File: src/rtl/dmem_arbiter.sv
// Two-port data-memory arbiter: round-robin or fixed-priority grant, sub-word load
// extraction, and read-modify-write sequencing for byte/halfword stores.
module dmem_arbiter #(
  parameter bit RR_EN = 1'b1
) (
  input  logic        clk,
  input  logic        rst,
  input  logic        p0_req_valid,
  output logic        p0_req_ready,
  input  logic        p0_req_we,
  input  logic [1:0]  p0_req_size,
  input  logic [31:0] p0_req_addr,
  input  logic [31:0] p0_req_wdata,
  output logic        p0_rsp_valid,
  input  logic        p1_req_valid,
  output logic        p1_req_ready,
  input  logic        p1_req_we,
  input  logic [1:0]  p1_req_size,
  input  logic [31:0] p1_req_addr,
  input  logic [31:0] p1_req_wdata,
  output logic        p1_rsp_valid,
  output logic [31:0] rsp_rdata,
  output logic        rsp_err,
  output logic        mem_read_en,
  output logic        mem_write_en,
  output logic [31:0] mem_addr,
  output logic [31:0] mem_write_data,
  input  logic [31:0] mem_read_data
);

  typedef enum logic [1:0] {
    IDLE   = 2'd0,
    ACCESS = 2'd1,
    MERGE  = 2'd2,
    RESP   = 2'd3
  } state_t;

  state_t      state_r, state_s;
  logic        gnt_r, last_grant_r, win_s, accept_s, err_s;
  logic        we_r;
  logic [1:0]  size_r;
  logic [31:0] addr_r, wdata_r, old_r;

  function automatic logic misaligned(input logic [1:0] size, input logic [1:0] lane);
    case (size)
      2'b00:   misaligned = 1'b0;
      2'b01:   misaligned = lane[0];
      2'b10:   misaligned = (lane != 2'b00);
      default: misaligned = 1'b1;
    endcase
  endfunction

  function automatic logic [31:0] extract(input logic [31:0] w, input logic [1:0] size,
                                          input logic [1:0] lane);
    case (size)
      2'b00: begin
        case (lane)
          2'b00:   extract = {24'h000000, w[7:0]};
          2'b01:   extract = {24'h000000, w[15:8]};
          2'b10:   extract = {24'h000000, w[23:16]};
          default: extract = {24'h000000, w[31:24]};
        endcase
      end
      2'b01:   extract = lane[1] ? {16'h0000, w[31:16]} : {16'h0000, w[15:0]};
      2'b10:   extract = w;
      default: extract = 32'h00000000;
    endcase
  endfunction

  function automatic logic [31:0] merge(input logic [31:0] old, input logic [31:0] wd,
                                        input logic [1:0] size, input logic [1:0] lane);
    case (size)
      2'b00: begin
        case (lane)
          2'b00:   merge = {old[31:8], wd[7:0]};
          2'b01:   merge = {old[31:16], wd[7:0], old[7:0]};
          2'b10:   merge = {old[31:24], wd[7:0], old[15:0]};
          default: merge = {wd[7:0], old[23:0]};
        endcase
      end
      2'b01:   merge = lane[1] ? {wd[15:0], old[15:0]} : {old[31:16], wd[15:0]};
      default: merge = old;
    endcase
  endfunction

  // Arbitration, next-state and memory-side decode
  always_comb begin
    state_s        = state_r;
    accept_s       = 1'b0;
    p0_req_ready   = 1'b0;
    p1_req_ready   = 1'b0;
    mem_read_en    = 1'b0;
    mem_write_en   = 1'b0;
    mem_addr       = {addr_r[31:2], 2'b00};
    mem_write_data = wdata_r;
    err_s          = misaligned(size_r, addr_r[1:0]);
    if (p0_req_valid && p1_req_valid) begin
      win_s = RR_EN ? ~last_grant_r : 1'b0;
    end else begin
      win_s = p1_req_valid;
    end
    case (state_r)
      IDLE: begin
        if (!rst && (p0_req_valid || p1_req_valid)) begin
          accept_s     = 1'b1;
          p0_req_ready = ~win_s;
          p1_req_ready = win_s;
          state_s      = ACCESS;
        end else begin
          state_s = IDLE;
        end
      end
      ACCESS: begin
        if (err_s) begin
          state_s = RESP;
        end else begin
          mem_read_en = ~rst;
          if (we_r && (size_r == 2'b10)) begin
            mem_write_en = ~rst;
            state_s      = RESP;
          end else if (we_r) begin
            state_s = MERGE;
          end else begin
            state_s = RESP;
          end
        end
      end
      MERGE: begin
        // Gating with rst drops the pending write if reset lands mid-RMW
        mem_write_en   = ~rst;
        mem_write_data = merge(old_r, wdata_r, size_r, addr_r[1:0]);
        state_s        = RESP;
      end
      RESP:    state_s = IDLE;
      default: state_s = IDLE;
    endcase
  end

  // Request latch, load capture and registered response outputs
  always_ff @(posedge clk) begin
    if (rst) begin
      state_r      <= IDLE;
      gnt_r        <= 1'b0;
      last_grant_r <= 1'b1;
      we_r         <= 1'b0;
      size_r       <= 2'b00;
      addr_r       <= 32'h00000000;
      wdata_r      <= 32'h00000000;
      old_r        <= 32'h00000000;
      rsp_rdata    <= 32'h00000000;
      rsp_err      <= 1'b0;
      p0_rsp_valid <= 1'b0;
      p1_rsp_valid <= 1'b0;
    end else begin
      state_r <= state_s;
      if (accept_s) begin
        gnt_r        <= win_s;
        last_grant_r <= win_s;
        we_r         <= win_s ? p1_req_we    : p0_req_we;
        size_r       <= win_s ? p1_req_size  : p0_req_size;
        addr_r       <= win_s ? p1_req_addr  : p0_req_addr;
        wdata_r      <= win_s ? p1_req_wdata : p0_req_wdata;
      end
      if (state_r == ACCESS) begin
        old_r     <= mem_read_data;
        rsp_err   <= err_s;
        rsp_rdata <= (err_s || we_r) ? 32'h00000000 : extract(mem_read_data, size_r, addr_r[1:0]);
      end
      p0_rsp_valid <= (state_s == RESP) && !gnt_r;
      p1_rsp_valid <= (state_s == RESP) && gnt_r;
    end
  end

endmodule

File: config.mk
export PLATFORM = sky130hd
export DESIGN_NAME = dmem_arbiter
export DESIGN_NICKNAME = d
export VERILOG_FILES = /design/src/rtl/dmem_arbiter.sv
export SDC_FILE = /design/constraint.sdc
export NUM_CORES = 1
export LEC_CHECK = 0
export CORE_AREA = 2 2 152 154
export CTS_BUF_LIST = sky130_fd_sc_hd__clkbuf_2 sky130_fd_sc_hd__clkbuf_4 sky130_fd_sc_hd__clkbuf_8
export DETAILED_ROUTE_END_ITERATION = 8
export DIE_AREA = 0 0 154 156
export PLACE_DENSITY = 0.61
export SYNTH_ARGS = -nofsm -noshare
export SYNTH_HDL_FRONTEND = slang
export SYNTH_SLANG_ARGS = --single-unit
File: constraint.sdc
create_clock -name clk -period 3.9 [get_ports clk]
set_clock_uncertainty 0.2 [all_clocks]
set_input_delay 0.78 -clock clk [delete_from_list [all_inputs] [get_ports clk]]
set_output_delay 0.78 -clock clk [all_outputs]
set_load 0.05 [all_outputs]
==> out/metrics.csv <==
stage,metric,value,unit
route,per-cell routed wire length,20.3,um
timing,post-route setup slack,476,ps
timing,Final min period,3420,ps
route,met3 routed WL,2.14,mm
route,drt first pass iters,7,
synthesis,Synth area leaders,"dfxtp_1 (42%), a222oi_1 (10%), nor2_1 (8.6%)",
floorplanning,core area,22400,um2
floorplanning,Initial Util,0.296,
power_and_ir_drop,sequential power share,0.317,
clock_tree,Post-CTS Repair Setup Buffers,0,
synthesis,top-area cell type share of the netlist area,0.417,
global_route,antenna violations before repair,0,
floorplanning,die area,24000,um2
worst_setup_path,Critical Path AT,2440,ps
worst_setup_path,CP max FO,10,
route,Vias,6546,
route,Residual DRC,0,
floorplanning,Die W,154,um
final_layout,Final Non-Filler Cells,1249,
global_route,first-pass GRT wire length,38.0,mm
worst_setup_path,startpoint type of the worst setup path,flop,
clock_tree,clk_lat worst skew,440,ps
clock_tree,htree depth,4,
final_layout,fill cell count,2179,
worst_setup_path,Worst setup EP type,output pin,
synthesis,Synth cell types,41,
timing,RSZ-0062 raised after global routing,no,
placed_design,Final Wtd Congestion,0.833,
route,WL met2,11.9,mm
synthesis,"EDFF count, synth",0,
route,met1 WL,10.8,mm
placed_design,HPWL reported at the end of detailed placement,18.3,mm
worst_setup_path,FF-to-FF End,rsp_rdata[29],
synthesis,Mapped Area,6620,um2
global_route,Tot GR Track Use,0.206,
global_route,global route overflow,0,
timing,highest clock rate,0.292,GHz
timing,Tcrit/Tclk final,0.878,
route,uppermost layer routed,met4,
placed_design,pre-CTS WS,954,ps
synthesis,yosys warns,0,
power_and_ir_drop,Worst VDD drop,0.000351,V
global_route,largest net degree at the start of global routing,76,
worst_setup_path,Worst Setup EP,mem_write_data[17],
power_and_ir_drop,Sw Ratio,0.399,
route,Vias per Instance,5.24,
status,run status,finished clean,
floorplanning,Die Span Y,156,um
power_and_ir_drop,total design power,0.00553,W
timing,endpoints failing setup,0,
worst_setup_path,reg2reg start,state_r[1],
clock_tree,Worst-path clk slew,80,ps
synthesis,Synth Register Bits,138,
worst_setup_path,critical path required time,2920,ps
clock_tree,Hold Buf Count CTS,0,
synthesis,"Seq/Total Area, Yosys",0.417,
power_and_ir_drop,Clock power frac,0.246,
synthesis,"Async S/R FF share, synth",0,
worst_setup_path,Reg2Reg Setup Slack,1290,ps
route,Detailed Route WL,25.3,mm
final_layout,layout cells sized above 1,0.109,
timing,Max-slew headroom,0.383,
synthesis,Mapped Cells,741,
worst_hold_path,HP Class,reg2reg,
synthesis,synthesized area per cell,8.93,um2
final_layout,ant diodes,0,
power_and_ir_drop,internal power,0.00333,W
timing,slew of the pin with the lowest slew margin,925,ps
power_and_ir_drop,P_sw,0.00221,W
floorplanning,Ports,273,
placed_design,Port Buf Inserts,270,
timing,final hold slack,256,ps
route,Routed Antenna Nets,0,
route,Initial DRC Count,678,
final_layout,Area growth syn-to-layout,53.3,%
power_and_ir_drop,PwrDens,545,nW/um2
synthesis,top-count cell post-synth,nor2_1,
timing,final setup TNS,0,ps
clock_tree,Num CTS Buffers,17,
worst_setup_path,CP Class,reg2out,
worst_setup_path,Critical Path Source,addr_r[0],
synthesis,main flop type after synthesis,dfxtp_1,
timing,max-slew violations,0,
synthesis,synth cell count leaders,"nor2_1 (151), dfxtp_1 (138), a222oi_1 (67), mux2i_1 (56)",
power_and_ir_drop,leakage power,3.63,nW
run,Max Cap Viol,0,
placed_design,DP Cell Count,1217,
timing,Fin. Hold Viols,0,
synthesis,Yosys top cell by area,dfxtp_1,
clock_tree,Clock Tree Buf Depth,2,
global_route,vias in the first global route,6373,
worst_setup_path,worst reg-to-reg path cell count,8,
floorplanning,Core Rows,55,
clock_tree,CTS root buffer,clkbuf_8,
clock_tree,CTS tree,yes,
power_and_ir_drop,Combinational Power Share,0.437,
clock_tree,post-cts resize count,0,
clock_tree,CTS sink count,138,
final_layout,nets,1124,
[flip-flops by register name, summed over array words and instances, names as in the netlist]
register,cells
gnt_r,1
old_r,32
last_grant_r,1
p1_rsp_valid,1
p0_rsp_valid,1
we_r,1
rsp_rdata,32
wdata_r,32
rsp_err,1
addr_r,32
state_r,2
size_r,2
[area by class of cell]
type | count | area (um2) | share of cell area
multi-input combinational | 495 | 3330 | 0.328
inverter | 12 | 45.0 | 0.00444
clock inverter | 14 | 210 | 0.0207
sequential | 138 | 2760 | 0.272
tap | 285 | 357 | 0.0351
timing repair buffer | 287 | 3200 | 0.315
clock buffer | 18 | 248 | 0.0244
[routing by layer]
metal / global-route usage / vias to the layer above
met2: 0.344 / 298
met3: 0.0592 / 32
met1: 0.258 / 3081
met4: 0.0605 / 0
met5: 0 / -
li1: - / 3135
[how the worst min path moves through the flow]
| stage | cells past startpoint | to | slack (ps) | start |
|---|---|---|---|---|
| after global routing | 1 | p0_rsp_valid | 280 | gnt_r |
| after global placement | 1 | p0_rsp_valid | 240 | gnt_r |
| after CTS | 1 | p0_rsp_valid | 260 | gnt_r |
| after detailed placement | 1 | p0_rsp_valid | 240 | gnt_r |
| after floorplan | 1 | p0_rsp_valid | 220 | gnt_r |
| final | 1 | p0_rsp_valid | 260 | gnt_r |
[cells by family after synthesis]
kind of cell / synth area share
fa+ha+maj: 0.00567
mux: 0.0983
simple gates: 0.179
flops: 0.417
compound gates: 0.214
other cells: 0.000566
buf+inv: 0.0852
[per-stage QoR]
step | util | instance area [um2]
3_3_place_gp | 0.433 | 9690
2_1_floorplan | - | 6620
5_1_grt | 0.454 | 10100
4_1_cts | 0.454 | 10100
3_5_place_dp | 0.433 | 9690
6_report | 0.454 | 10100
[worst max-delay path: stages (launching register included)]
cell and delay (ps):
dfxtp_1 420, nor2b_1 730, nor3_4 200, mux2i_1 180
a21oi_1 290, buf_12 180
[cells in the final DEF (no fill, tap or decap), types with 9 or more instances in the layout]
master	Yosys	layout
nor3_1	9	9
clkbuf_8	0	18
nor2_1	151	151
buf_12	0	37
nor2b_1	37	37
mux2i_1	56	56
nand3_1	11	11
inv_1	12	12
nand2_1	12	12
buf_4	34	17
a21oi_1	40	40
dfxtp_1	138	138
a31oi_1	11	11
nand3b_1	11	11
clkdlybuf4s50_1	0	233
a222oi_1	67	67
nand2b_1	11	11
[power by group through the flow]
stage | Clock [W] | Combinational [W] | Sequential [W]
final | 0.00136 | 0.00242 | 0.00175
after global routing | 0.00147 | 0.00257 | 0.00178
after CTS | 0.00141 | 0.00243 | 0.00176
after detailed placement | 0 | 0.00242 | 0.00179
after global placement | 0 | 0.00241 | 0.00179
after floorplan | 0 | 0.00143 | 0.00180
(Power assumes the default switching activity.)
